**src/rtl/pc_seq_pkg.sv**
```systemverilog
// Shared definitions for the next-PC sequencer: opcodes, FSM states, field widths.
package pc_seq_pkg;

    localparam int OP_W    = 6;
    localparam int IMM_W   = 26;
    localparam int IMM16_W = 16;

    localparam logic [OP_W-1:0] OP_J   = 6'h02;
    localparam logic [OP_W-1:0] OP_JAL = 6'h03;
    localparam logic [OP_W-1:0] OP_BEQ = 6'h04;
    localparam logic [OP_W-1:0] OP_BNE = 6'h05;

    typedef enum logic [1:0] {
        ISSUE   = 2'd0,
        WAIT_I  = 2'd1,
        BR_WAIT = 2'd2
    } pc_state_e;

    function automatic logic is_jump(input logic [OP_W-1:0] op);
        return (op == OP_J) || (op == OP_JAL);
    endfunction

    function automatic logic is_branch(input logic [OP_W-1:0] op);
        return (op == OP_BEQ) || (op == OP_BNE);
    endfunction

endpackage

```
**src/rtl/bj_target_calc.sv**
```systemverilog
// Combinational target generator: sequential, J-format jump and PC-relative branch targets
// for the instruction fetched at pc_dec. All sums wrap modulo 2^ADDR_W.
module bj_target_calc
    import pc_seq_pkg::*;
#(
    parameter int ADDR_W = 32
) (
    input  logic [ADDR_W-1:0] pc_dec,
    input  logic [IMM_W-1:0]  imm26,
    output logic [ADDR_W-1:0] seq_tgt,
    output logic [ADDR_W-1:0] jump_tgt,
    output logic [ADDR_W-1:0] br_tgt
);

    logic [ADDR_W-1:0] br_off;

    always_comb begin
        seq_tgt  = pc_dec + ADDR_W'(4);
        // Jump keeps the upper region bits of the delay-slot address.
        jump_tgt = seq_tgt;
        jump_tgt[IMM_W+1:0] = {imm26, 2'b00};
        br_off   = {{(ADDR_W-IMM16_W-2){imm26[IMM16_W-1]}}, imm26[IMM16_W-1:0], 2'b00};
        br_tgt   = seq_tgt + br_off;
    end

endmodule

```
**src/rtl/pc_branch_sequencer.sv**
```systemverilog
// Next-PC controller: owns the PC, issues one fetch at a time, resolves jumps/branches.
// Build option DELAY_SLOT_EN enables a MIPS-style branch delay slot.
module pc_branch_sequencer
    import pc_seq_pkg::*;
#(
    parameter int                ADDR_W   = 32,
    parameter logic [ADDR_W-1:0] RESET_PC = '0,
    parameter int                MAX_WAIT = 15
) (
    input  logic              clk,
    input  logic              rst,
    input  logic              fetch_ready,
    output logic              fetch_valid,
    output logic [ADDR_W-1:0] pc,
    input  logic              instr_valid,
    input  logic [OP_W-1:0]   instr_op,
    input  logic [IMM_W-1:0]  instr_imm,
    input  logic              cmp_valid,
    input  logic              cmp_taken,
    output logic              redirect,
    output logic              link_we,
    output logic [ADDR_W-1:0] link_addr,
    output logic              wait_err,
    output pc_state_e         state_dbg
);

    localparam int WCNT_W = (MAX_WAIT > 1) ? $clog2(MAX_WAIT) : 1;

    pc_state_e         state_q, state_d;
    logic [ADDR_W-1:0] pc_q, pc_d;
    logic [ADDR_W-1:0] pc_dec_q, pc_dec_d;
    logic [ADDR_W-1:0] tgt_q, tgt_d;
    logic [WCNT_W-1:0] wcnt_q, wcnt_d;
    logic              redirect_q, redirect_d;
    logic              link_we_q, link_we_d;
    logic [ADDR_W-1:0] link_addr_q, link_addr_d;
    logic              wait_err_q, wait_err_d;
`ifdef DELAY_SLOT_EN
    logic              slot_pend_q, slot_pend_d;
`endif

    logic [ADDR_W-1:0] seq_tgt, jump_tgt, br_tgt;

    bj_target_calc #(.ADDR_W(ADDR_W)) u_tgt (
        .pc_dec   (pc_dec_q),
        .imm26    (instr_imm),
        .seq_tgt  (seq_tgt),
        .jump_tgt (jump_tgt),
        .br_tgt   (br_tgt)
    );

    always_comb begin
        state_d     = state_q;
        pc_d        = pc_q;
        pc_dec_d    = pc_dec_q;
        tgt_d       = tgt_q;
        wcnt_d      = wcnt_q;
        redirect_d  = 1'b0;
        link_we_d   = 1'b0;
        link_addr_d = link_addr_q;
        wait_err_d  = 1'b0;
`ifdef DELAY_SLOT_EN
        slot_pend_d = slot_pend_q;
`endif
        case (state_q)
            ISSUE: begin
                if (fetch_ready) begin
                    pc_dec_d = pc_q;
                    state_d  = WAIT_I;
                end
            end
            WAIT_I: begin
                if (instr_valid) begin
                    state_d = ISSUE;
`ifdef DELAY_SLOT_EN
                    // The slot instruction always completes the pending redirect.
                    if (slot_pend_q) begin
                        pc_d        = tgt_q;
                        redirect_d  = 1'b1;
                        slot_pend_d = 1'b0;
                    end else
`endif
                    if (is_jump(instr_op)) begin
`ifdef DELAY_SLOT_EN
                        tgt_d       = jump_tgt;
                        slot_pend_d = 1'b1;
                        pc_d        = seq_tgt;
`else
                        pc_d        = jump_tgt;
                        redirect_d  = 1'b1;
`endif
                        if (instr_op == OP_JAL) begin
                            link_we_d   = 1'b1;
                            link_addr_d = pc_dec_q + ADDR_W'(8);
                        end
                    end else if (is_branch(instr_op)) begin
                        tgt_d   = br_tgt;
                        wcnt_d  = '0;
                        state_d = BR_WAIT;
                    end else begin
                        pc_d = seq_tgt;
                    end
                end
            end
            BR_WAIT: begin
                if (cmp_valid && cmp_taken) begin
                    state_d = ISSUE;
`ifdef DELAY_SLOT_EN
                    slot_pend_d = 1'b1;
                    pc_d        = seq_tgt;
`else
                    pc_d        = tgt_q;
                    redirect_d  = 1'b1;
`endif
                end else if (cmp_valid) begin
                    state_d = ISSUE;
                    pc_d    = seq_tgt;
                end else if (wcnt_q == WCNT_W'(MAX_WAIT - 1)) begin
                    // Comparator never answered: fall through as not-taken.
                    state_d    = ISSUE;
                    pc_d       = seq_tgt;
                    wait_err_d = 1'b1;
                end else begin
                    wcnt_d = wcnt_q + WCNT_W'(1);
                end
            end
            default: state_d = ISSUE;
        endcase
    end

    always_ff @(posedge clk or posedge rst) begin
        if (rst) begin
            state_q     <= ISSUE;
            pc_q        <= RESET_PC;
            pc_dec_q    <= '0;
            tgt_q       <= '0;
            wcnt_q      <= '0;
            redirect_q  <= 1'b0;
            link_we_q   <= 1'b0;
            link_addr_q <= '0;
            wait_err_q  <= 1'b0;
`ifdef DELAY_SLOT_EN
            slot_pend_q <= 1'b0;
`endif
        end else begin
            state_q     <= state_d;
            pc_q        <= pc_d;
            pc_dec_q    <= pc_dec_d;
            tgt_q       <= tgt_d;
            wcnt_q      <= wcnt_d;
            redirect_q  <= redirect_d;
            link_we_q   <= link_we_d;
            link_addr_q <= link_addr_d;
            wait_err_q  <= wait_err_d;
`ifdef DELAY_SLOT_EN
            slot_pend_q <= slot_pend_d;
`endif
        end
    end

    assign fetch_valid = (state_q == ISSUE) && !rst;
    assign pc          = pc_q;
    assign redirect    = redirect_q;
    assign link_we     = link_we_q;
    assign link_addr   = link_addr_q;
    assign wait_err    = wait_err_q;
    assign state_dbg   = state_q;

endmodule

```
**config.mk**
```make
export PLATFORM = sky130hd
export DESIGN_NAME = pc_branch_sequencer
export DESIGN_NICKNAME = d
export VERILOG_FILES = /design/src/rtl/pc_seq_pkg.sv /design/src/rtl/bj_target_calc.sv /design/src/rtl/pc_branch_sequencer.sv
export SDC_FILE = /design/constraint.sdc
export NUM_CORES = 1
export LEC_CHECK = 0
export CAP_MARGIN = 20
export CORE_MARGIN = 1
export CORE_UTILIZATION = 50
export CTS_CLUSTER_DIAMETER = 60
export DETAILED_ROUTE_END_ITERATION = 8
export PLACE_DENSITY = 0.73
export SYNTH_ARGS = -nofsm -noshare
export SYNTH_HDL_FRONTEND = slang
export SYNTH_SLANG_ARGS = --single-unit
```
**constraint.sdc**
```tcl
create_clock -name clk -period 6.5 [get_ports clk]
set_input_delay 0.65 -clock clk [delete_from_list [all_inputs] [get_ports clk]]
set_output_delay 0.65 -clock clk [all_outputs]
set_load 0.05 [all_outputs]
```
### Word-level counts from Yosys, hierarchy flattened

Cells that the tools add are included.

| storage, ports and cells | value |
|---|---|
| register bits after elaboration | 137 |
| input port bits | 38 |
| output and inout port bits | 70 |
| logic and storage cells | 77 |

| operators by class | value |
|---|---|
| $add $sub $neg | 4 |
| eq/ne operators | 16 |
| mux-type cells | 34 |
| bitwise gates (word level) | 1 |
| reductions and logical operators | 13 |

Operators by type and width:

| kind | number |
|---|---|
| $mux W32 | 6 |
| $pmux W32 S2 | 1 |
| $add A32 B3 Y32 const B | 1 |
| $add A32 B32 Y32 | 1 |
| $add A32 B4 Y32 const B | 1 |
| $mux W4 | 6 |
| $mux W2 | 7 |
| $ne A2 B2 Y1 const B | 7 |
| $eq A6 B2 Y1 const B | 2 |
| $eq A6 B3 Y1 const B | 2 |
| $reduce_and A4 Y1 | 3 |
| $mux W1 | 11 |
| $pmux W4 S2 | 1 |
| $reduce_and A7 Y1 | 1 |
| $pmux W2 S3 | 1 |
| $add A4 B1 Y4 const B | 1 |
| $eq A4 B4 Y1 const B | 1 |
| $ne A4 B4 Y1 const B | 1 |
| $ne A3 B3 Y1 const B | 1 |
| $reduce_and A3 Y1 | 1 |
| $eq A2 B1 Y1 const B | 1 |
| $eq A2 B2 Y1 const B | 1 |
| $logic_and A1 B1 Y1 | 2 |
| $logic_not A2 Y1 | 1 |
| other kinds (6) | 7 |

### Longest topological paths before layout

| logic depth | value |
|---|---|
| word-level depth | 6 |
| depth in mapped cells | 15 |
| mapped depth without buffers | 14 |

### Cells and area by module

From an unflattened synthesis, not the netlist that was laid out.

| unflattened totals | value |
|---|---|
| cell total of the unflattened synthesis | 1,033 |
| area total of the unflattened synthesis | 9,411.5 um^2 |

Modules (own cells, without submodules):

| module | times used | cells an instance | area an instance (um^2) | sequential area each (um^2) |
|---|---|---|---|---|
| pc_branch_sequencer | 1 | 661 | 6,841.6 | 3,428.3 |
| bj_target_calc | 1 | 372 | 2,570.0 | 0.0 |

### Worst setup path after synthesis

OpenSTA, ideal clock, no wires.

| timing path | value |
|---|---|
| kind | register to register |
| start | register pc_dec_q[4] |
| end | register tgt_q[31] |
| arrival | 3.105 ns |
| data required time | 6.405 ns |
| slack | 3.300 ns |
| stages on the path, launching flop included | 15 |
| buffers on the path | 1 |
| period minus slack after synthesis | 3.200 ns |
| cells stage by stage | dfrtp_1 -> ha_1 -> nand2_1 -> nor3_1 -> and3_1 -> xnor2_1 -> inv_1 -> ha_1 -> clkbuf_1 -> nand4_1 -> a211o_1 -> a21oi_1 -> o2111ai_1 -> and3_1 -> o31ai_1 |

| on the way | value |
|---|---|
| word-level cells in the longest chain between the ends | 2 |

Ends and longest elaborated chain:

| item | line | text |
|---|---|---|
| start, declared | pc_branch_sequencer.sv:31 | `logic [ADDR_W-1:0] pc_dec_q, pc_dec_d;` |
| start signal, assigned | pc_branch_sequencer.sv:148 | `pc_dec_q <= pc_dec_d;` |
| $add A32 B3 Y32 | bj_target_calc.sv:18 | `seq_tgt = pc_dec + ADDR_W'(4);` |
| $add A32 B32 Y32 | bj_target_calc.sv:23 | `br_tgt = seq_tgt + br_off;` |
| end signal, assigned | pc_branch_sequencer.sv:149 | `tgt_q <= tgt_d;` |
| end, declared | pc_branch_sequencer.sv:32 | `logic [ADDR_W-1:0] tgt_q, tgt_d;` |

Every way passes these cells.
A chain may end at the register's enable or synchronous reset.

### Final worst setup path

| timing path | value |
|---|---|
| start | register pc_dec_q[3] |
| end | register tgt_q[28] |

The elaborated chain is that of the path after synthesis.

==> results.cfg <==
[yosys]
synth-edff-count = 0
synth_fp_nets = 1053
synth_top_cell_by_area = dfrtp_1
synth.top_cells.by_area = dfrtp_1, nand2_1, ha_1, mux2_2, xnor2_1
synth_warnings = 0
syn_inst = 975
synth_top_area_frac = 0.398
syn_area_um2 = 8610
ys.flop_type = dfrtp_1
ys_types = 68
synth_area_per_cell_um2 = 8.83
async_reset_ff_frac = 1.00
synth-seq-area-share = 0.398
ys_ff_latch = 137

[worst_setup_path]
required_ns = 6.78
crit_arrival_ns = 4.12
reg2reg_from = pc_dec_q[3]
crit_end = tgt_q[28]
critPathKind = register to register
slowest_delay_ns = 0.49
cp-end-kind = register
reg2reg_to = tgt_q[28]
cp_slowest_cell = nor4_2
cp_max_fo = 7
setup.worst_path.start = pc_dec_q[3]
worstPathCellList = ha_1, nand3_1, nor4_2, nand4_1, xnor2_1, ha_1, a21oi_1, o21ai_0, o31ai_1, a21oi_1, a221oi_2, xor2_1, o21ai_1
path_delay_family = compound AO/OA/AOI/OAI gates
cp.depth = 13
critical_path_buf_inv_count = 0
startpoint_type = register
rr_worst_depth = 13
r2r_slack_ns = 2.66

[clocking]
cts_buffers = 17
cts.sinks = 137
cts.path.max_buffers = 2
postCtsSetupRepairBufs = 0
tritoncts = built
cts-resized-gates = 0
clkTransAtPathRegs_ns = 0.06
cts_hold_buf = 0
cts-root-buf = clkbuf_16
insertion_delay_ns = 0.42
cts.htree.levels = 4

[floorplan]
io-pin-count = 108
core_area_um2 = 16700
die_width_um = 133
die_area_um2 = 17700
rows = 47
start_util = 0.515
die_h_um = 133

[power_and_ir_drop]
ir_drop_uv = 236
total_power_w = 0.00425
p_per_area_nw_per_um2 = 412
leakage_nw = 4.70

[finish]
nets = 1123
regArea_um2 = 3430
multiInputGateArea_um2 = 4800
nFillCells = 1453
stdcell_count = 1276
antennaDiodeCount = 0
final_cell_area_um2 = 10300
area_growth_pct = 20.1
layout-drive-gt1-share = 0.0919

[drt]
firstDrtPassIters = 7
wire_per_inst_um = 17.6
routed-via-count = 7240
first_iter_violations = 721
drt-total-wl_um = 22500
postRouteAntennaNets = 0
drc_errors = 0
vias_per_cell = 5.67

[global_route]
grt_pass1_wl_um = 36100
grt_max_degree = 94
grt_antenna_before_repair = 0
grt_pass1_vias = 6631
grt_usage = 0.263
grt-ovfl-total = 0

[timing]
fmax_ghz = 0.261
tns_ns = 0
max_slew_margin = 0.288
worst_clock_skew_ns = 0.00863
drv_slew = 0
grt_setup_unrepaired = false
timing.final.hold_violations = 0
worst_slew_pin_slew_ns = 1.06
setup_viol = 0
fin_crit_sh = 0.590
finalCriticalPeriod_ns = 3.84

[min_path]
min_path_type = register to register
holdPathStages = 2

[place]
portBuffers = 107
place_area_um2 = 9740
hpwl_um = 16500
dp.cells = 1246
gp_congestion = 0.928

[flow_run]
max-cap-violations = 0

[run_status]
status = completed
## placed cells by master, fill, tap and decap left out, drive strengths merged, types with 7 or more instances in the layout
cell type      count
inv               30
o21ai             98
a211oi            14
o31ai              7
nand4             24
ha                39
a21oi             66
clkbuf            19
nor2              78
nand2            150
mux2              38
clkdlybuf4s50    107
dfrtp            137
mux2i              8
a21o              13
buf                7
xnor2             41
xor2              39
nand3             26
and3              14
nor4               9
nor3              15
## state kept, by name (all words and copies together), names as in the netlist
name,cells
pc_dec_q,32
link_addr,32
link_we,1
state_dbg,2
redirect,1
pc,32
wcnt_q,4
tgt_q,32
wait_err,1
## stage by stage
step / util / worst slack (ns) / hold slack (ns)
global placement: 0.583 / 2.85 / 0.456
CTS: 0.619 / 2.69 / 0.480
finish: 0.619 / 2.66 / 0.470
global route: 0.619 / 2.31 / 0.500
floorplan: - / 2.18 / 0.446
detailed placement: 0.583 / 2.74 / 0.465
## worst reg2reg max path, delay by kind of cell, from the launching register on
family          cells  cell delay (ns)
simple gates        3             0.88
xor+xnor            2             0.54
compound gates      6             1.14
flops               1             0.46
fa+ha+maj           2             0.69
## layer usage
metal	vias to the layer above	track usage	wire [um]
li1	3546	-	-
met1	3421	0.408	11400
met2	250	0.382	9700
met3	23	0.0316	1040
met4	0	0.0764	354
met5	-	0	0
## logic make-up (layout without fill, tap and decap cells)
kind of cell | Yosys count | count (layout) | share of synthesized area
xor+xnor | 80 | 80 | 0.0814
compound gates | 244 | 244 | 0.172
simple gates | 336 | 336 | 0.185
fa+ha+maj | 40 | 40 | 0.0590
mux | 46 | 46 | 0.0590
flops | 137 | 137 | 0.398
buf+inv | 92 | 173 | 0.0452
## synthesized netlist by cell type (5+ instances only)
master and count:
a211o_1 5, a211oi_1 13, a21o_1 13, a21oi_1 66, a31oi_1 5, and2_1 5, and3_1 13, buf_2 18
clkbuf_1 36, dfrtp_1 137, ha_1 39, inv_1 29, mux2_2 34, mux2i_1 8, nand2_1 148, nand3_1 25
nand4_1 23, nor2_1 76, nor3_1 12, nor4_1 6, o21a_1 6, o21ai_0 71, o21ai_1 26, o21bai_1 5
o22ai_1 6, o31ai_1 5, xnor2_1 41, xor2_1 39
## layout make-up
cell class / count / area share
Inverter: 29 / 0.0110
Timing Repair Buffer: 114 / 0.109
Multi-Input combinational cell: 746 / 0.465
Clock buffer: 19 / 0.0429
Sequential cell: 137 / 0.332
Clock inverter: 11 / 0.0144
Tap cell: 220 / 0.0266
## where the power goes
group | internal, W | total (W) | switching [W]
sequential | 0.00108 | 0.00136 | 0.000278
clock | 0.000609 | 0.000979 | 0.000370
combinational | 0.000743 | 0.00192 | 0.00117
total | 0.00243 | 0.00425 | 0.00182
## how the worst min path moves through the flow
stage | start | to
3_3_place_gp | link_addr[4] | link_addr[4]
2_1_floorplan | tgt_q[3] | tgt_q[3]
6_report | link_addr[4] | link_addr[4]
3_5_place_dp | link_addr[4] | link_addr[4]
4_1_cts | link_addr[4] | link_addr[4]
5_1_grt | link_addr[23] | link_addr[23]
Note: power is estimated with default switching activity, not from simulation.
